--- config.mk ---
export PLATFORM = sky130hd
export DESIGN_NAME = lsb_flat
export DESIGN_NICKNAME = d
export VERILOG_FILES = /design/src/rtl/lsb_if.sv /design/src/rtl/lsb.sv /design/src/flat_wrapper.sv
export SDC_FILE = /design/constraint.sdc
export NUM_CORES = 2
export LEC_CHECK = 0
export BUFFER_PORTS_ARGS = -buffer_cell sky130_fd_sc_hd__buf_2
export CAP_MARGIN = 15
export CELL_PAD_IN_SITES_DETAIL_PLACEMENT = 1
export CELL_PAD_IN_SITES_GLOBAL_PLACEMENT = 2
export CORE_UTILIZATION = 40
export CTS_BUF_LIST = sky130_fd_sc_hd__clkbuf_16
export DETAILED_ROUTE_END_ITERATION = 8
export PLACE_DENSITY_LB_ADDON = 0.1
export SETUP_SLACK_MARGIN = 0.5
export SYNTH_ARGS = -nofsm -noshare
export SYNTH_HDL_FRONTEND = slang
export SYNTH_SLANG_ARGS = --single-unit
export TNS_END_PERCENT = 30
--- constraint.sdc ---
create_clock -name clk_in -period 46.4 [get_ports clk_in]
set_input_delay 4.64 -clock clk_in [delete_from_list [all_inputs] [get_ports clk_in]]
set_output_delay 4.64 -clock clk_in [all_outputs]
set_load 0.005 [all_outputs]
--- src/rtl/lsb_if.sv ---
// Memory request/response bundle between the load/store buffer and the data memory port.
interface lsb_if;
    logic        mem_req;
    logic        mem_we;
    logic [31:0] mem_addr;
    logic [31:0] mem_wdata;
    logic [1:0]  mem_size;
    logic        mem_done;
    logic [31:0] mem_rdata;

    modport master (
        output mem_req, mem_we, mem_addr, mem_wdata, mem_size,
        input  mem_done, mem_rdata
    );

    modport slave (
        input  mem_req, mem_we, mem_addr, mem_wdata, mem_size,
        output mem_done, mem_rdata
    );
endinterface

--- src/rtl/lsb.sv ---
// In-order load/store buffer: circular queue, operand snooping, one memory access at a time.
// Optional macro LSB_IO_GUARD_EN holds I/O-space loads (addr[17:16] == 2'b11) until at ROB head.
module lsb #(
    parameter int unsigned LSB_SIZE_LOG = 3,
    parameter int unsigned ROB_R        = 4
) (
    input  logic             clk_in,
    input  logic             rst_in,
    input  logic             rdy_in,
    input  logic             rob_clear,
    input  logic [ROB_R-1:0] rob_head_id,
    input  logic             is_ls,
    input  logic             ls_store,
    input  logic [2:0]       ls_op,
    input  logic [ROB_R-1:0] ls_rob_id,
    input  logic             rs1_rdy,
    input  logic [31:0]      rs1_val,
    input  logic [ROB_R-1:0] rs1_q,
    input  logic             rs2_rdy,
    input  logic [31:0]      rs2_val,
    input  logic [ROB_R-1:0] rs2_q,
    input  logic [31:0]      imm,
    input  logic             rs_has_output,
    input  logic [ROB_R-1:0] rs_rob_id,
    input  logic [31:0]      rs_output,
    output logic             lsb_full,
    lsb_if.master            mem,
    output logic             lsb_has_output,
    output logic [ROB_R-1:0] lsb_rob_id,
    output logic [31:0]      lsb_output
);
    localparam int unsigned Depth = 2 ** LSB_SIZE_LOG;

    typedef logic [LSB_SIZE_LOG-1:0] ptr_t;
    typedef logic [LSB_SIZE_LOG:0]   cnt_t;
    typedef enum logic [1:0] {StIdle, StWait, StDrain} state_e;

    typedef struct packed {
        logic             valid;
        logic             store;
        logic [2:0]       op;
        logic [ROB_R-1:0] rob_id;
        logic             rs1_rdy;
        logic [31:0]      rs1_val;
        logic [ROB_R-1:0] rs1_q;
        logic             rs2_rdy;
        logic [31:0]      rs2_val;
        logic [ROB_R-1:0] rs2_q;
        logic [31:0]      imm;
    } entry_t;

    entry_t           ent_q [Depth];
    entry_t           ent_d [Depth];
    entry_t           new_e;
    entry_t           head_e;
    ptr_t             head_q, head_d, tail_q, tail_d;
    cnt_t             count_q, count_d;
    state_e           state_q, state_d;
    logic             mem_req_q, mem_req_d, mem_we_q, mem_we_d;
    logic [31:0]      mem_addr_q, mem_addr_d, mem_wdata_q, mem_wdata_d;
    logic [1:0]       mem_size_q, mem_size_d;
    logic             cur_load_q, cur_load_d, flushed_q, flushed_d;
    logic [2:0]       cur_op_q, cur_op_d;
    logic [ROB_R-1:0] cur_rob_q, cur_rob_d;
    logic             out_v_q, out_v_d;
    logic [ROB_R-1:0] out_rob_q, out_rob_d;
    logic [31:0]      out_val_q, out_val_d;
    logic [31:0]      head_addr;
    logic             io_ok, launch_ok, dequeue;

    // Resolve one operand against the ALU and LSB broadcast buses.
    function automatic logic [32:0] snoop(input logic rdy, input logic [31:0] val,
                                          input logic [ROB_R-1:0] q,
                                          input logic a_v, input logic [ROB_R-1:0] a_id,
                                          input logic [31:0] a_val,
                                          input logic b_v, input logic [ROB_R-1:0] b_id,
                                          input logic [31:0] b_val);
        logic [32:0] res;
        res = {rdy, val};
        if (!rdy) begin
            if (a_v && q == a_id) begin
                res = {1'b1, a_val};
            end else if (b_v && q == b_id) begin
                res = {1'b1, b_val};
            end
        end
        return res;
    endfunction

    function automatic logic [31:0] load_ext(input logic [2:0] op, input logic [31:0] r);
        logic [31:0] res;
        case (op)
            3'b000:  res = {{24{r[7]}}, r[7:0]};
            3'b001:  res = {{16{r[15]}}, r[15:0]};
            3'b100:  res = {24'b0, r[7:0]};
            3'b101:  res = {16'b0, r[15:0]};
            default: res = r;
        endcase
        return res;
    endfunction

    assign head_e    = ent_q[head_q];
    assign head_addr = head_e.rs1_val + head_e.imm;

`ifdef LSB_IO_GUARD_EN
    assign io_ok = (head_addr[17:16] != 2'b11) || (head_e.rob_id == rob_head_id);
`else
    assign io_ok = 1'b1;
`endif

    assign launch_ok = head_e.valid && head_e.rs1_rdy &&
                       (head_e.store ? (head_e.rs2_rdy && head_e.rob_id == rob_head_id) : io_ok);

    always_comb begin
        new_e         = '0;
        new_e.valid   = 1'b1;
        new_e.store   = ls_store;
        new_e.op      = ls_op;
        new_e.rob_id  = ls_rob_id;
        new_e.rs1_q   = rs1_q;
        new_e.rs2_q   = rs2_q;
        new_e.imm     = imm;
        {new_e.rs1_rdy, new_e.rs1_val} = snoop(rs1_rdy, rs1_val, rs1_q,
                                               rs_has_output, rs_rob_id, rs_output,
                                               out_v_q, out_rob_q, out_val_q);
        {new_e.rs2_rdy, new_e.rs2_val} = snoop(rs2_rdy, rs2_val, rs2_q,
                                               rs_has_output, rs_rob_id, rs_output,
                                               out_v_q, out_rob_q, out_val_q);
    end

    always_comb begin
        ent_d       = ent_q;
        head_d      = head_q;
        tail_d      = tail_q;
        count_d     = count_q;
        state_d     = state_q;
        mem_req_d   = mem_req_q;
        mem_we_d    = mem_we_q;
        mem_addr_d  = mem_addr_q;
        mem_wdata_d = mem_wdata_q;
        mem_size_d  = mem_size_q;
        cur_load_d  = cur_load_q;
        cur_op_d    = cur_op_q;
        cur_rob_d   = cur_rob_q;
        flushed_d   = flushed_q;
        out_v_d     = out_v_q;
        out_rob_d   = out_rob_q;
        out_val_d   = out_val_q;
        dequeue     = 1'b0;

        if (rdy_in) begin
            out_v_d = 1'b0;
            for (int i = 0; i < Depth; i++) begin
                {ent_d[ptr_t'(i)].rs1_rdy, ent_d[ptr_t'(i)].rs1_val} =
                    snoop(ent_q[ptr_t'(i)].rs1_rdy, ent_q[ptr_t'(i)].rs1_val,
                          ent_q[ptr_t'(i)].rs1_q, rs_has_output, rs_rob_id, rs_output,
                          out_v_q, out_rob_q, out_val_q);
                {ent_d[ptr_t'(i)].rs2_rdy, ent_d[ptr_t'(i)].rs2_val} =
                    snoop(ent_q[ptr_t'(i)].rs2_rdy, ent_q[ptr_t'(i)].rs2_val,
                          ent_q[ptr_t'(i)].rs2_q, rs_has_output, rs_rob_id, rs_output,
                          out_v_q, out_rob_q, out_val_q);
            end

            case (state_q)
                StIdle: begin
                    if (!rob_clear && launch_ok) begin
                        mem_req_d   = 1'b1;
                        mem_we_d    = head_e.store;
                        mem_addr_d  = head_addr;
                        mem_wdata_d = head_e.rs2_val;
                        mem_size_d  = head_e.op[1:0];
                        cur_load_d  = !head_e.store;
                        cur_op_d    = head_e.op;
                        cur_rob_d   = head_e.rob_id;
                        flushed_d   = 1'b0;
                        state_d     = StWait;
                    end
                end
                StWait: begin
                    if (mem.mem_done) begin
                        mem_req_d = 1'b0;
                        mem_we_d  = 1'b0;
                        state_d   = StIdle;
                        // A store already flushed from the queue must not pop a newer entry.
                        dequeue   = !flushed_q;
                        if (!(rob_clear && cur_load_q)) begin
                            out_v_d   = 1'b1;
                            out_rob_d = cur_rob_q;
                            out_val_d = cur_load_q ? load_ext(cur_op_q, mem.mem_rdata) : 32'b0;
                        end
                    end else if (rob_clear) begin
                        if (cur_load_q) begin
                            state_d = StDrain;
                        end else begin
                            flushed_d = 1'b1;
                        end
                    end
                end
                StDrain: begin
                    if (mem.mem_done) begin
                        mem_req_d = 1'b0;
                        mem_we_d  = 1'b0;
                        state_d   = StIdle;
                    end
                end
                default: state_d = StIdle;
            endcase

            if (rob_clear) begin
                for (int i = 0; i < Depth; i++) begin
                    ent_d[ptr_t'(i)].valid = 1'b0;
                end
                head_d  = '0;
                tail_d  = '0;
                count_d = '0;
            end else begin
                if (dequeue) begin
                    ent_d[head_q].valid = 1'b0;
                    head_d = head_q + ptr_t'(1);
                end
                if (is_ls) begin
                    ent_d[tail_q] = new_e;
                    tail_d = tail_q + ptr_t'(1);
                end
                count_d = count_q + cnt_t'(is_ls) - cnt_t'(dequeue);
            end
        end
    end

    always_ff @(posedge clk_in or posedge rst_in) begin
        if (rst_in) begin
            for (int i = 0; i < Depth; i++) begin
                ent_q[ptr_t'(i)] <= '0;
            end
            head_q      <= '0;
            tail_q      <= '0;
            count_q     <= '0;
            state_q     <= StIdle;
            mem_req_q   <= 1'b0;
            mem_we_q    <= 1'b0;
            mem_addr_q  <= '0;
            mem_wdata_q <= '0;
            mem_size_q  <= '0;
            cur_load_q  <= 1'b0;
            cur_op_q    <= '0;
            cur_rob_q   <= '0;
            flushed_q   <= 1'b0;
            out_v_q     <= 1'b0;
            out_rob_q   <= '0;
            out_val_q   <= '0;
        end else begin
            ent_q       <= ent_d;
            head_q      <= head_d;
            tail_q      <= tail_d;
            count_q     <= count_d;
            state_q     <= state_d;
            mem_req_q   <= mem_req_d;
            mem_we_q    <= mem_we_d;
            mem_addr_q  <= mem_addr_d;
            mem_wdata_q <= mem_wdata_d;
            mem_size_q  <= mem_size_d;
            cur_load_q  <= cur_load_d;
            cur_op_q    <= cur_op_d;
            cur_rob_q   <= cur_rob_d;
            flushed_q   <= flushed_d;
            out_v_q     <= out_v_d;
            out_rob_q   <= out_rob_d;
            out_val_q   <= out_val_d;
        end
    end

    assign lsb_full       = count_q >= cnt_t'(Depth - 1);
    assign mem.mem_req    = mem_req_q;
    assign mem.mem_we     = mem_we_q;
    assign mem.mem_addr   = mem_addr_q;
    assign mem.mem_wdata  = mem_wdata_q;
    assign mem.mem_size   = mem_size_q;
    assign lsb_has_output = out_v_q;
    assign lsb_rob_id     = out_rob_q;
    assign lsb_output     = out_val_q;
endmodule

--- src/flat_wrapper.sv ---
// flat-port wrapper written by rule: the top's interface ports become plain ports
module lsb_flat 
#(
    parameter int unsigned LSB_SIZE_LOG = 3,
    parameter int unsigned ROB_R        = 4
)
  (clk_in, rst_in, rdy_in, rob_clear, rob_head_id, is_ls, ls_store, ls_op, ls_rob_id, rs1_rdy, rs1_val, rs1_q, rs2_rdy, rs2_val, rs2_q, imm, rs_has_output, rs_rob_id, rs_output, lsb_full, lsb_has_output, lsb_rob_id, lsb_output, mem_mem_req, mem_mem_we, mem_mem_addr, mem_mem_wdata, mem_mem_size, mem_mem_done, mem_mem_rdata);
  lsb_if mem_i ();
  input  logic clk_in;
  input  logic rst_in;
  input  logic rdy_in;
  input  logic rob_clear;
  input  logic [ROB_R-1:0] rob_head_id;
  input  logic is_ls;
  input  logic ls_store;
  input  logic [2:0] ls_op;
  input  logic [ROB_R-1:0] ls_rob_id;
  input  logic rs1_rdy;
  input  logic [31:0] rs1_val;
  input  logic [ROB_R-1:0] rs1_q;
  input  logic rs2_rdy;
  input  logic [31:0] rs2_val;
  input  logic [ROB_R-1:0] rs2_q;
  input  logic [31:0] imm;
  input  logic rs_has_output;
  input  logic [ROB_R-1:0] rs_rob_id;
  input  logic [31:0] rs_output;
  output logic lsb_full;
  output logic lsb_has_output;
  output logic [ROB_R-1:0] lsb_rob_id;
  output logic [31:0] lsb_output;
  output wire logic [$bits(mem_i.mem_req)-1:0] mem_mem_req;
  output wire logic [$bits(mem_i.mem_we)-1:0] mem_mem_we;
  output wire logic [$bits(mem_i.mem_addr)-1:0] mem_mem_addr;
  output wire logic [$bits(mem_i.mem_wdata)-1:0] mem_mem_wdata;
  output wire logic [$bits(mem_i.mem_size)-1:0] mem_mem_size;
  input wire logic [$bits(mem_i.mem_done)-1:0] mem_mem_done;
  input wire logic [$bits(mem_i.mem_rdata)-1:0] mem_mem_rdata;
  assign mem_mem_req = mem_i.mem_req;
  assign mem_mem_we = mem_i.mem_we;
  assign mem_mem_addr = mem_i.mem_addr;
  assign mem_mem_wdata = mem_i.mem_wdata;
  assign mem_mem_size = mem_i.mem_size;
  assign mem_i.mem_done = mem_mem_done;
  assign mem_i.mem_rdata = mem_mem_rdata;
  lsb #(.LSB_SIZE_LOG(LSB_SIZE_LOG), .ROB_R(ROB_R)) u_core (.clk_in(clk_in), .rst_in(rst_in), .rdy_in(rdy_in), .rob_clear(rob_clear), .rob_head_id(rob_head_id), .is_ls(is_ls), .ls_store(ls_store), .ls_op(ls_op), .ls_rob_id(ls_rob_id), .rs1_rdy(rs1_rdy), .rs1_val(rs1_val), .rs1_q(rs1_q), .rs2_rdy(rs2_rdy), .rs2_val(rs2_val), .rs2_q(rs2_q), .imm(imm), .rs_has_output(rs_has_output), .rs_rob_id(rs_rob_id), .rs_output(rs_output), .lsb_full(lsb_full), .mem(mem_i), .lsb_has_output(lsb_has_output), .lsb_rob_id(lsb_rob_id), .lsb_output(lsb_output));
endmodule
* After elaboration in Yosys (flattened, before gate mapping)
Cells that the tools add are included.
** Cells by class
- Add/subtract/negate cells :: 5
- $lt $le $gt $ge :: 5
- Equality and inequality tests :: 50
- Mux-type cells :: 129
- Bitwise logic cells :: 4
- Reduce and logical (&&, ||, !) cells :: 61
** Operator list (count)
- $mux W920 :: 4
- $mux W33 :: 70
- $bwmux W920 :: 2
- $mux W106 :: 8
- $demux W115 S3 :: 2
- $mux W115 :: 4
- $bmux W115 S3 :: 1
- $eq A4 B4 Y1 :: 37
- $pmux W32 S4 :: 1
- $logic_and A1 B1 Y1 :: 43
- $add A32 B32 Y32 :: 1
- $mux W32 :: 1
- $mux W1 :: 22
- $mux W3 :: 4
- $mux W2 :: 5
- $ge A4 B4 Y1 const B :: 2
- $lt A4 B1 Y1 const B :: 2
- $ne A2 B2 Y1 const B :: 4
- $not A3 Y4 :: 2
- $reduce_and A4 Y1 :: 2
- $reduce_bool A2 Y1 :: 4
- $add A3 B1 Y3 const B :: 2
- $eq A3 B3 Y1 const B :: 2
- $pmux W1 S2 :: 3
- 20 further kinds :: 26
** Storage, ports and cells
- Register bits :: 1046
- Bits of input ports :: 193
- Word-level logic and storage cells :: 358

* Logic depth before layout (Yosys ltp)
- Depth in word-level cells :: 13
- Mapped depth :: 21
- Depth with buffers taken out :: 15

* Worst setup path before layout
Ideal clock, no wire load.
- Path kind :: input-to-reg
- From :: in rs_rob_id[1]
- To :: reg u_core.ent_q[679] in the netlist's numbering
- Library setup time :: 0.138 ns
- Arrival time :: 6.729 ns
- Required time :: 46.262 ns
- Setup slack :: 39.533 ns
- Stages :: 12
- Path buffers :: 3
- Path through :: buf_2 > inv_1 > o221ai_1 > or4b_2 > clkbuf_1 > inv_1 > nor2_1 > nor2_1 > nor2_1 > nor2_1 > clkbuf_1 > o22ai_1
** On the way
- Word-level cells in the longest chain between the ends :: 12
- Elaborated cells between the ends (all ways) :: 16
- Classes of those cells :: eq/ne: 2; mux: 12; reduce/logical: 2
** RTL lines
- from (decl) :: RTL line flat_wrapper.sv:26 : input logic [ROB_R-1:0] rs_rob_id;
- $eq A4 B4 Y1 :: RTL line lsb.sv:81 : if (a_v && q == a_id) begin
- $logic_and A1 B1 Y1 :: RTL line lsb.sv:81
- $mux W33 :: RTL line lsb.sv:81
- $mux W33 :: RTL line lsb.sv:80 : if (!rdy) begin
- $mux W33 :: RTL line lsb.sv:151 : if (rdy_in) begin
- $bwmux W920 :: RTL line lsb.sv:218 : ent_d[head_q].valid = 1'b0;
- $mux W920 :: RTL line lsb.sv:217 : if (dequeue) begin
- $mux W920 :: RTL line lsb.sv:209 : if (rob_clear) begin
- $mux W920 :: RTL line lsb.sv:151
- $bwmux W920 :: RTL line lsb.sv:222 : ent_d[tail_q] = new_e;
- $mux W920 :: RTL line lsb.sv:221 : if (is_ls) begin
- $mux W106 * :: RTL line lsb.sv:209
- to (signal assigned) :: RTL line lsb.sv:252 : ent_q <= ent_d;
- to (decl) :: RTL line lsb.sv:52 : entry_t ent_q [Depth];
Mark *: on every way between the ends. The rest lies on a longest branch, timed or not. The select of a mux whose other input is x is not followed.
A chain may end at the register's enable or synchronous reset.

* Final worst setup path
- From :: in rs_rob_id[2]
- To :: reg u_core.ent_q[151] in the netlist's numbering
The elaborated chain is that of the path after synthesis.

==> results.yml <==
critical_path:
  startpoint: "rs_rob_id[2]"
  rrSetupSlack_ps: 39800
  cpLargestDelayFamily: "simple AND/OR/NAND/NOR gates"
  worstSetupPathType: "primary input to flip-flop"
  worstReg2RegStart: "u_core.head_q[0]"
  cp_slowest_cell: "nor2_4"
  cp.arrival_ps: 8800
  cp-start-kind: "primary input"
  reg2reg_depth: 16
  cp_num_cells: 10
  critical_path.max_fanout: 34
  crit_required_ps: 47080
  critPathBufInv: 2
  cp_cell_sequence: "buf_2 > xor2_1 > nor4_4 > buf_4 > nor2b_1 > nor2_4 > nor2_1 > nor2_4 > nor2_1 > a21oi_1"
  cp_slowest_stage_delay_ps: 910
  cp-end-kind: "flip-flop"
pwr:
  powerDensity_nw_per_um2: 64.4
  ir_drop_v: 0.0000488
  power_mw: 4.41
  p_leak_nw: 29.0
logic_synthesis:
  synth_common_cells: "1044 x dfrtp_1, 630 x nand2_1, 608 x nor2_1"
  synth_area_leader_cell: "dfrtp_1"
  syn-num-nets: 6763
  netlist_area_um2: 61400
  ys_warn_count: 0
  synth_cell_types: 65
  avgSynthCellArea_um2: 9.41
  synth_edf_count: 0
  synth_top_cells_by_area: "dfrtp_1 43%, mux2_2 8.5%, mux2i_1 5.6%"
  yosysTopAreaCellShare: 0.425
  dominantRegCellSynth: "dfrtp_1"
  syn_inst: 6527
  yosysMostFrequentCell: "dfrtp_1"
  synth-seq-cells: 1044
  async_flop_share: 1.00
  synth-seq-area-share: 0.425
drt:
  firstDrtPassIters: 6
  drc_errors: 0
  wl_per_cell_um: 32.6
  antenna_left: 0
  wl_mm: 279
  avgViaCountPerCell: 6.59
  vias: 56326
  first_iter_violations: 5206
sta:
  grt_setup_unrepaired: "no"
  max_freq_mhz: 123
  final.min_clock_period_ps: 8110
  skew_ps: 29.2
  hold_slack_ps: 469
  slew_headroom: 0.118
  tightestPinTransition_ps: 1320
  period_share: 0.175
  setup_viol: 0
  slew_viol_final: 0
  fin_setup_tns_ps: 0
  hold_viol: 0
die:
  num_rows: 143
  die_w_um: 394
  die_h_um: 394
  initial_core_util: 0.404
  dieArea_um2: 155000
  io_pins: 299
  core_area_um2: 152000
cts:
  cts.sinks: 1044
  cts_tree: "done"
  clock_path_buffers: 3
  ctsHoldBuffers: 0
  numCtsBuffers: 132
  clock_latency_ps: 780
  htreeDepth: 4
  clk_root_buffer_cell: "clkbuf_16"
  post_cts_resized: 0
  clk_pin_slew_ps: 60
  cts_setup_buffers: 0
worst_hold_path:
  hp-class: "flip-flop to flip-flop"
  min_delay_path_depth: 2
  hold_start: "u_core.mem.mem_addr[0]"
finish:
  nets: 6641
  post-route-util: 0.450
  drive_above_1_share: 0.194
  instances_no_fill: 8543
  nFillCells: 17056
  area_growth_pct: 11.5
outcome:
  status: "finished clean"
placement:
  place_hpwl_mm: 163
  dp.cells: 8300
  port_buffers: 298
  gp_congestion: 0.829
global_route:
  grt_max_degree: 173
  antenna_found_initial: 15
  gr-total-overflow: 0
  track_usage: 0.354
  grt_pass1_wl_mm: 410
  grt_pass1_vias: 57966
flow_run:
  maxCapViolations: 0
## power breakdown
group / switching, mW / internal (mW)
clock: 0.430 / 0.557
combinational: 1.18 / 0.784
sequential: 0.249 / 1.21
## metrics by stage
stage | instance area [um^2] | setup WS, ps
3_5_place_dp | 64400 | 37530
3_3_place_gp | 64400 | 37610
4_1_cts | 68400 | 38330
6_report | 68500 | 38290
2_1_floorplan | 61400 | 12380
5_1_grt | 68500 | 38060
## sequential cells by signal, summed over array words and instances, names as in the netlist
register / cells
u_core.state_q: 2
u_core.lsb_output: 32
u_core.head_q: 3
u_core.ent_q: 920
u_core.tail_q: 3
u_core.mem.mem_wdata: 32
u_core.lsb_has_output: 1
u_core.cur_load_q: 1
u_core.mem.mem_addr: 32
u_core.mem.mem_req: 1
u_core.cur_rob_q: 4
u_core.mem.mem_we: 1
u_core.lsb_rob_id: 4
u_core.flushed_q: 1
u_core.cur_op_q: 3
u_core.count_q: 4
## layout by cell type, fill, tap and decap left out, types with 32 or more instances in the layout
master and instances:
nand2_1 617, o22a_1 265, o21ai_0 322, mux2i_1 342, nand3_1 218, dfrtp_1 1041, buf_4 161, o22ai_1 386
inv_1 84, mux2_2 466, clkinv_1 34, a221oi_1 32, buf_2 298, xnor2_1 59, nor2_1 587, mux4_2 87
clkbuf_16 136, ha_1 41, o221ai_1 79, a31oi_1 181, a22o_1 88, o211ai_1 45, a21oi_1 463, a221o_1 33
xor2_1 99, a22oi_1 66
## per-layer routing
metal | up-vias | GRT usage | part of all wire
li1 | 23801 | - | -
met1 | 29422 | 0.469 | 0.42
met5 | - | 0 | 0.00066
met2 | 2481 | 0.564 | 0.46
met3 | 612 | 0.0672 | 0.075
met4 | 10 | 0.152 | 0.045
## worst min-delay path, delay by kind of cell (launching register included)
family        cells  cell delay, ps
flops             1             330
simple gates      2             100
## layout make-up
class	count	area (um^2)	share of cell area
Multi-Input combinational cell	4710	32800	0.478
Antenna cell	9	22.5	0.000329
Clock inverter	97	607	0.00886
Tap cell	2030	2540	0.0371
Clock buffer	136	3400	0.0497
Sequential cell	1044	26100	0.382
Timing Repair Buffer	465	2830	0.0413
Inverter	52	205	0.00300
## final timing paths
kind / endpoint
max in group asynchronous: u_core.ent_q[302]
min in group asynchronous: u_core.ent_q[539]
worst min register to register: u_core.mem.mem_addr[0]
worst max register to register: u_core.mem.mem_addr[26]
worst min-delay path: u_core.mem.mem_addr[0]
worst max-delay path: u_core.ent_q[151]
## cells by family after synthesis
logic type | after synthesis | share of synthesized area
XOR/XNOR | 158 | 0.0225
flip-flops | 1044 | 0.425
AND/OR/NAND/NOR | 1601 | 0.108
buffers and inverters | 773 | 0.0485
adder cells (fa/ha/maj) | 43 | 0.00900
multiplexers | 895 | 0.173
AO/OA/AOI/OAI | 2013 | 0.214
No activity file was read; power rests on OpenSTA's default activity.
